File: src/rtl/lc3_pkg.sv
// Shared LC-3b datapath definitions: word width, register index type,
// ALU function encoding and the imm5 sign-extension helper.
package lc3_pkg;

   localparam int DATA_W = 16;
   localparam int REG_AW = 3;

   typedef logic [REG_AW-1:0] reg_idx_t;

   typedef enum logic [1:0] {
      ALUK_ADD   = 2'b00,
      ALUK_AND   = 2'b01,
      ALUK_XOR   = 2'b10,
      ALUK_PASSA = 2'b11
   } aluk_e;

   function automatic logic [DATA_W-1:0] sext5(input logic [4:0] v);
      return {{(DATA_W-5){v[4]}}, v};
   endfunction

endpackage

File: src/rtl/lc3_alu.sv
// LC-3b combinational ALU: ADD, AND, XOR, PASSA.
// No flags are produced here; condition codes come from the bus.
module lc3_alu
   import lc3_pkg::*;
(
   input  logic [DATA_W-1:0] a,
   input  logic [DATA_W-1:0] b,
   input  aluk_e             aluk,
   output logic [DATA_W-1:0] out
);

   // Select the result of the requested function; add wraps modulo 2^16
   always_comb begin
      out = '0;
      unique case (aluk)
         ALUK_ADD:   out = a + b;
         ALUK_AND:   out = a & b;
         ALUK_XOR:   out = a ^ b;
         ALUK_PASSA: out = a;
         default:    out = '0;
      endcase
   end

endmodule

File: src/rtl/lc3_datapath.sv
// LC-3b execution datapath: 8x16 register file, operand mux, ALU.
// Define LC3_DP_CC_EN to build the NZP condition-code register.
module lc3_datapath
   import lc3_pkg::*;
#(
   parameter int NREGS = 8
) (
   input  logic              clk,
   input  logic              rst_n,
   input  logic [DATA_W-1:0] bus_in,
   input  logic              ld_reg,
   input  reg_idx_t          dr,
   input  reg_idx_t          sr1,
   input  reg_idx_t          sr2,
   input  logic              sr2mux_sel,
   input  logic [4:0]        imm5,
   input  logic [1:0]        aluk,
   input  logic              ld_cc,
   output logic [DATA_W-1:0] sr1_out,
   output logic [DATA_W-1:0] sr2_out,
   output logic [DATA_W-1:0] alu_out,
   output logic [2:0]        nzp
);

   logic [DATA_W-1:0] regs [NREGS];
   logic [DATA_W-1:0] alu_b;

   // Register file write port; reset clears every register at once
   always_ff @(posedge clk or negedge rst_n) begin
      if (!rst_n) begin
         for (int i = 0; i < NREGS; i++) begin
            regs[i] <= '0;
         end
      end else if (ld_reg) begin
         regs[dr] <= bus_in;
      end
   end

   // Read ports have no write bypass: old data until the edge
   always_comb begin
      sr1_out = regs[sr1];
      sr2_out = regs[sr2];
   end

   // Operand B is either the second register or the sign-extended imm5
   always_comb begin
      alu_b = sr2mux_sel ? sext5(imm5) : sr2_out;
   end

   lc3_alu u_alu (
      .a    (sr1_out),
      .b    (alu_b),
      .aluk (aluk_e'(aluk)),
      .out  (alu_out)
   );

`ifdef LC3_DP_CC_EN
   logic [2:0] nzp_next;

   // Classify the bus word; exactly one of N, Z, P is set
   always_comb begin
      nzp_next = 3'b001;
      if (bus_in[DATA_W-1]) begin
         nzp_next = 3'b100;
      end else if (bus_in == '0) begin
         nzp_next = 3'b010;
      end
   end

   // Condition-code register, loaded independently of the register file
   always_ff @(posedge clk or negedge rst_n) begin
      if (!rst_n) begin
         nzp <= 3'b000;
      end else if (ld_cc) begin
         nzp <= nzp_next;
      end
   end
`else
   logic unused_ld_cc;

   assign unused_ld_cc = ld_cc;
   assign nzp          = 3'b000;
`endif

endmodule

File: config.mk
export PLATFORM = sky130hd
export DESIGN_NAME = lc3_datapath
export DESIGN_NICKNAME = d
export VERILOG_FILES = /design/src/rtl/lc3_pkg.sv /design/src/rtl/lc3_alu.sv /design/src/rtl/lc3_datapath.sv
export SDC_FILE = /design/constraint.sdc
export NUM_CORES = 1
export LEC_CHECK = 0
export ABC_CLOCK_PERIOD_IN_PS = 5100
export CAP_MARGIN = 15
export CORE_ASPECT_RATIO = 0.8
export CORE_MARGIN = 2
export CORE_UTILIZATION = 35
export DETAILED_ROUTE_END_ITERATION = 16
export PLACE_DENSITY = 0.65
export SYNTH_ARGS = -nofsm -noshare
export SYNTH_HDL_FRONTEND = slang
export SYNTH_HIERARCHICAL = 1
export SYNTH_SLANG_ARGS = --single-unit
File: constraint.sdc
create_clock -name clk -period 5.1 [get_ports clk]
set_input_delay 1.02 -clock clk [delete_from_list [all_inputs] [get_ports clk]]
set_output_delay 1.02 -clock clk [all_outputs]
set_load 0.02 [all_outputs]
==> run summary <==
Synth Area in Compound Gates: 9.53%
Critical Path RT: 4080 ps
Count leader, synth: mux2_2
Design Area, Final: 11400 sq um
Hold Path Sink: regs[10]
Synthesized cell area: 8430 sq um
Avg Cell Area, Syn: 12.7 sq um
Asr flop ratio synth: 100%
Initial DRC count: 444
Dpl cells: 1158
Fmax: 200 MHz
Clock latency on the worst-skew pair: 420 ps
Synth Area in XOR/XNOR: 0.831%
Clk root buf: clkbuf_16
Clock tree from TritonCTS: yes
Fin nets: 925
Worst-Margin Slew: 1160 ps
Vias per cell: 5.45
Crit path kind: in -> out
Largest net degree at the start of global routing: 65
Post-synthesis sequential area ratio: 38.0%
Critical Path End Type: output pin
Die area: 25300 sq um
DP Area: 10600 sq um
FF-to-FF End: regs[33]
Sw frac: 32.7%
Fin crit period: 4990 ps
Largest family of logic cells by synthesized area: multiplexers
Longest Clk Path Bufs: 2
I/O Pins: 88
Biggest register: regs
DR WL/cell: 20.4 um
PortBufs: 83
First-pass GRT wire length: 37800 um
Final worst setup slack: 109 ps
Worst VDD drop: 0.178 mV
R2R cell count: 1
Pre-CTS WS: -689 ps
Maxcap violations: 0
Die width: 177 um
Routability cong.: 0.847
Relative slew slack: 22.5%
H-tree lvl count: 4
Worst hold margin: 527 ps
P_leak: 4.98 nW
#FFs+latches synth: 128
Launch point of the worst reg-to-reg path: regs[33]
Post-synthesis mux area share: 39.1%
CORE AREA: 23500 sq um
NetSw: 1.55 mW
Area leader, netlist: dfrtp_1
Yosys warns: 6
Initial antenna violation count: 0
Slew Limit Fails: 0
Sink Count: 128
HP Start: regs[10]
Mapped Cells: 663
Top_reg_cell synth: dfrtp_1
Final hold violation count: 0
Clk pwr share: 28.7%
Core Rows: 50
Worst min path class: reg -> reg
Max Clock Skew: 0 ps
Die H: 143 um
Largest regs: regs x128
WL final: 24400 um
Layout cells sized above 1: 48.8%
Outcome: finished clean
Flop2flop setup slack: 4280 ps
Num CTS Buffers: 17
Worst-path clk slew: 60 ps
All-Layer GR Usage: 19.9%
Int Power: 3.18 mW
Ranking of synthesized cells by area: dfrtp_1, mux2_2, mux4_1
Adder-cell share of the synthesized area: 2.61%
Final Cycle Share: 97.9%
Final Setup Violations: 0
EDFF count, synth: 0
Cell Pwr Density: 415 nW/um^2
# DRC: 0
Area delta synth->final: 35.3%
Post-Synth Simple-Gate Area: 5.97%
Inserted Diodes: 0
RSZ-0062 raised after global routing: yes
Vias: 6514
DP HPWL: 17400 um
Vias in the first global route: 6488
Synth cell types: 57
Top-area cell type share of the netlist area: 38.0%
Worst-path fanout max: 8
Initial DRT Pass Iterations: 6
Seq pwr share: 29.9%
# hold bufs at CTS: 0
Largest register FFs: 128
WHS Path Cells: 1
Fin cells: 1196
Initial Util: 35.8%
Routed Antenna Nets: 0
Share of power burned in combinational logic: 41.4%
Fillers: 2140
GR Overflow Total: 0
Setup crit start kind: input port
Most frequent cells after synthesis: mux2_2, dfrtp_1, mux2i_1
Critical Path AT: 3970 ps
[how the worst max path moves through the flow]
stage,endpoint,from,slack [ps]
final,alu_out[13],sr1[0],110
after global routing,alu_out[15],sr1[0],-7
after floorplan,alu_out[10],sr1[0],150
after detailed placement,alu_out[12],sr2[1],-690
after CTS,alu_out[13],sr2[2],4
after global placement,alu_out[12],sr2[1],-620
[per-stage QoR]
step | utilization, % | setup TNS [ps] | power, mW
floorplan | - | 0 | 2.49
global placement | 45.0 | -6170 | 3.29
detailed placement | 45.0 | -6970 | 3.33
CTS | 48.3 | 0 | 4.73
global route | 48.5 | -7.23 | 4.96
finish | 48.5 | 0 | 4.73
[cell usage in the layout (no fill, tap or decap), types with 4 or more instances in the layout]
cell type,instances
buf_12,12
ha_1,12
clkdlybuf4s50_1,64
a21oi_2,4
bufinv_16,5
xnor2_1,7
nand2_1,17
a22o_1,17
clkinvlp_4,4
o21ai_0,4
clkbuf_16,17
mux2_2,176
a21oi_1,19
dlygate4sd2_1,4
o22ai_1,14
clkbuf_2,6
nor2_1,33
a211oi_2,4
inv_6,4
o31ai_2,5
o21ai_1,5
nor3_1,8
dfrtp_1,128
o21a_1,4
mux2i_1,46
buf_2,5
mux4_2,13
mux4_1,20
o31ai_1,14
buf_4,140
[what timing repair did]
item / 4_1_cts / 5_1_grt
pin swaps: 3 / 2
cloned: 1 / 0
endpoints found under the hold margin: 0 / 0
setup endpoints to repair: 15 / 8
gates resized for setup: 54 / 28
buffers inserted: 4 / 0
[routing by layer]
metal | vias to the layer above | part of all wire [%] | track usage (%)
met4 | 0 | 0.91 | 5.09
met5 | - | 0 | 0
met2 | 149 | 46 | 30.4
met3 | 20 | 4.2 | 4.23
met1 | 3364 | 49 | 28.6
li1 | 2981 | - | -
[power by group through the flow]
stage          logic (mW)  registers, mW  clock network, mW
2_1_floorplan        1.13           1.36                  0
3_3_place_gp         1.89           1.40                  0
3_5_place_dp         1.91           1.42                  0
4_1_cts              1.94           1.41               1.38
5_1_grt              2.10           1.44               1.42
6_report             1.96           1.41               1.35
[worst max-delay path, cell delays in order]
cell,delay [ps]
buf_2,100
buf_12,140
buf_12,130
mux4_1,580
mux2_2,350
ha_1,380
a21oi_4,180
o21ai_2,90
a31oi_1,200
nor2_1,60
or3_1,350
a211o_1,230
buf_2,160
[cell families (layout without fill, tap and decap cells)]
| family | after synthesis | after routing |
|---|---|---|
| mux | 257 | 257 |
| flops | 128 | 128 |
| compound gates | 111 | 111 |
| simple gates | 88 | 88 |
| buf+inv | 53 | 272 |
| fa+ha+maj | 17 | 17 |
| xor+xnor | 8 | 8 |
| other cells | 1 | 3 |
[layout make-up]
type	count	area (sq um)	share of cell area, %
clock buffers	17	425	3.73
multi-input cells	484	5030	44.1
inverters	4	15.0	0.132
flip-flops and latches	128	3200	28.1
clock inverters	15	233	2.04
repair buffers	236	2110	18.5
well taps	312	390	3.42
Note: power is estimated with default switching activity, not from simulation.
==> edit (same flow settings) <==
The package constant `DATA_W` goes from 16 to 14.
--- a/src/rtl/lc3_pkg.sv
+++ b/src/rtl/lc3_pkg.sv
@@ -4,3 +4,3 @@
 
-   localparam int DATA_W = 16;
+   localparam int DATA_W = 14;
    localparam int REG_AW = 3;
Interface: changed (resized alu_out, bus_in, sr1_out and sr2_out); port bits go from 88 to 80. The function was not compared with the original's and may differ.
==> edit against the original RTL <==
Via count down 14%; first-iteration DRC count down 9.2%; sequential cell count down 16; worst setup slack worse by 0.049 ns; count of clock-buffer cells in the layout down 6; wire length down 15%; area after synthesis down 14%; worst hold slack worse by 0.0014 ns; design area down 17%; power down 26%; utilization down 1.4 points; synthesized cell count down 13%.
==> edit: results (changes against the original RTL) <==
CP Data Arrival Time: 4.02 ns (+0.05 ns)
Layout fillers: 1788 (-16%)
Least-Margin Pin Slew: 1.050 ns (-0.1108 ns)
post-synthesis adder-cell area fraction: 2.708% (+0.096 points)
nets: 797 (-14%)
total track usage: 19.41% (-0.48 points)
mux cell area share after synthesis: 38.87% (-0.22 points)
yosys warns: 6 (unchanged)
deepest clock path buffer count: 2 (unchanged)
Reg clk slew, reported paths: 0.07 ns
xor/xnor share of the synthesized area: 0.4861% (-0.35 points)
P_leak: 4.128 nW (-17%)
Synth top cells by count: mux2_2 (157), dfrtp_1 (112), mux2i_1 (38)
status: complete, no violations
Synth Flop Type: dfrtp_1
first-pass GRT wire length: 32420 microns (-14%)
clock skew: 0 ns (unchanged)
Worst-Skew Late Latency: 0.35 ns (-0.07 ns)
slowest stage delay, CP: 0.51 ns (-0.07 ns)
root buf cell: clkbuf_16
r2r worst-path depth: 1 (unchanged)
delay-heaviest family, CP: compound AO/OA/AOI/OAI gates
First DRT Iteration DRCs: 403 (-9.2%)
largest net degree at the start of global routing: 83 (+28%)
Post-Route WL: 20740 microns (-15%)
share of cells above drive strength 1: 47.74% (-1.0 points)
Seq/Total Area, Yosys: 38.89% (+0.88 points)
Post-DP Area: 9045 sq um (-15%)
biggest regs: regs: 112 flops
drt first pass iters: 5 (-1)
initial antenna violation count: 0 (unchanged)
maximum vdd drop: 192.3 uV (+7.8%)
Slowest cell on crit path: mux4_2
distinct cell type count after synthesis: 49 (-14%)
I/O Buffers: 75 (-9.6%)
Hold Crit Class: flip-flop to flip-flop
TritonCTS buffer count: 9 (-8)
vias in the first global route: 5794 (-11%)
Final GP Congestion: 0.8502 (+0.40%)
post-synthesis compound-gate area fraction: 10.69% (+1.2 points)
Area contributors post-synth: dfrtp_1 (39%), mux2_2 (25%), mux4_2 (9.1%), mux2i_1 (5.3%), ha_1 (2.4%)
Post-route DRC: 0 (unchanged)
asr flop ratio synth: 100.0% (unchanged)
crit path max fanout: 11 (+3)
hold path cells: 1 (unchanged)
# diodes: 0 (unchanged)
DR vias: 5625 (-14%)
detailed placement HPWL: 15140 microns (-13%)
H-tree Lvls: 3 (-1)
-- edit: metrics by stage --
step | cells | power (mW) | TNS, ns | setup slack [ns]
5_1_grt | 1016 | 3.707 | -0.08019 | -0.03730
6_report | 1016 | 3.509 | 0 | 0.06045
3_3_place_gp | 994 | 2.785 | -3.881 | -0.5467
4_1_cts | 1012 | 3.501 | 0 | 0.01872
2_1_floorplan | 577 | 2.145 | 0 | 0.01834
3_5_place_dp | 994 | 2.848 | -4.425 | -0.6426
-- edit: cell type report --
| class | count | area (sq um) | share of cell area, % |
|---|---|---|---|
| Multi-Input combinational cell | 416 | 4252 | 45.07 |
| Sequential cell | 112 | 2803 | 29.71 |
| Timing Repair Buffer | 198 | 1737 | 18.41 |
| Tap cell | 264 | 330.3 | 3.501 |
| Clock buffer | 11 | 242.7 | 2.573 |
| Inverter | 10 | 37.54 | 0.3979 |
| Clock inverter | 5 | 32.53 | 0.3448 |
-- edit: cells by family after synthesis --
logic type	Yosys count
fa+ha+maj	15
mux	224
simple gates	67
buf+inv	49
flops	112
compound gates	103
xor+xnor	4
other cells	1
-- edit: final timing paths --
check	startpoint	endpoint	slack [ns]
hold reg to reg	regs[2]	regs[2]	0.53
setup / recovery	sr1[0]	alu_out[11]	0.06
hold / removal	regs[2]	regs[2]	0.53
min in group asynchronous	rst_n	regs[107]	0.85
max in group asynchronous	rst_n	regs[0]	3.27
setup reg to reg	regs[92]	regs[92]	4.30
-- edit: report_power, final --
group          internal [mW]  switching, mW
combinational          0.885          0.738
sequential              1.09          0.144
clock                  0.344          0.313
total                   2.31           1.19
-- edit: repair_timing --
action / in CTS / in global routing
hold buffers: 0 / 0
resized for setup: 36 / 16
setup endpoints to repair: 11 / 9
cloned: 1 / 0
setup buffers: 1 / 4
pin swaps: 4 / 2
-- edit: layer usage --
layer / GRT usage, % / up-vias / wire length, microns
met5: 0 / - / 0
met4: 5.314 / 0 / 272
met3: 2.548 / 22 / 1015
met2: 31.43 / 176 / 9887
met1: 27.35 / 2869 / 9569
li1: - / 2558 / -
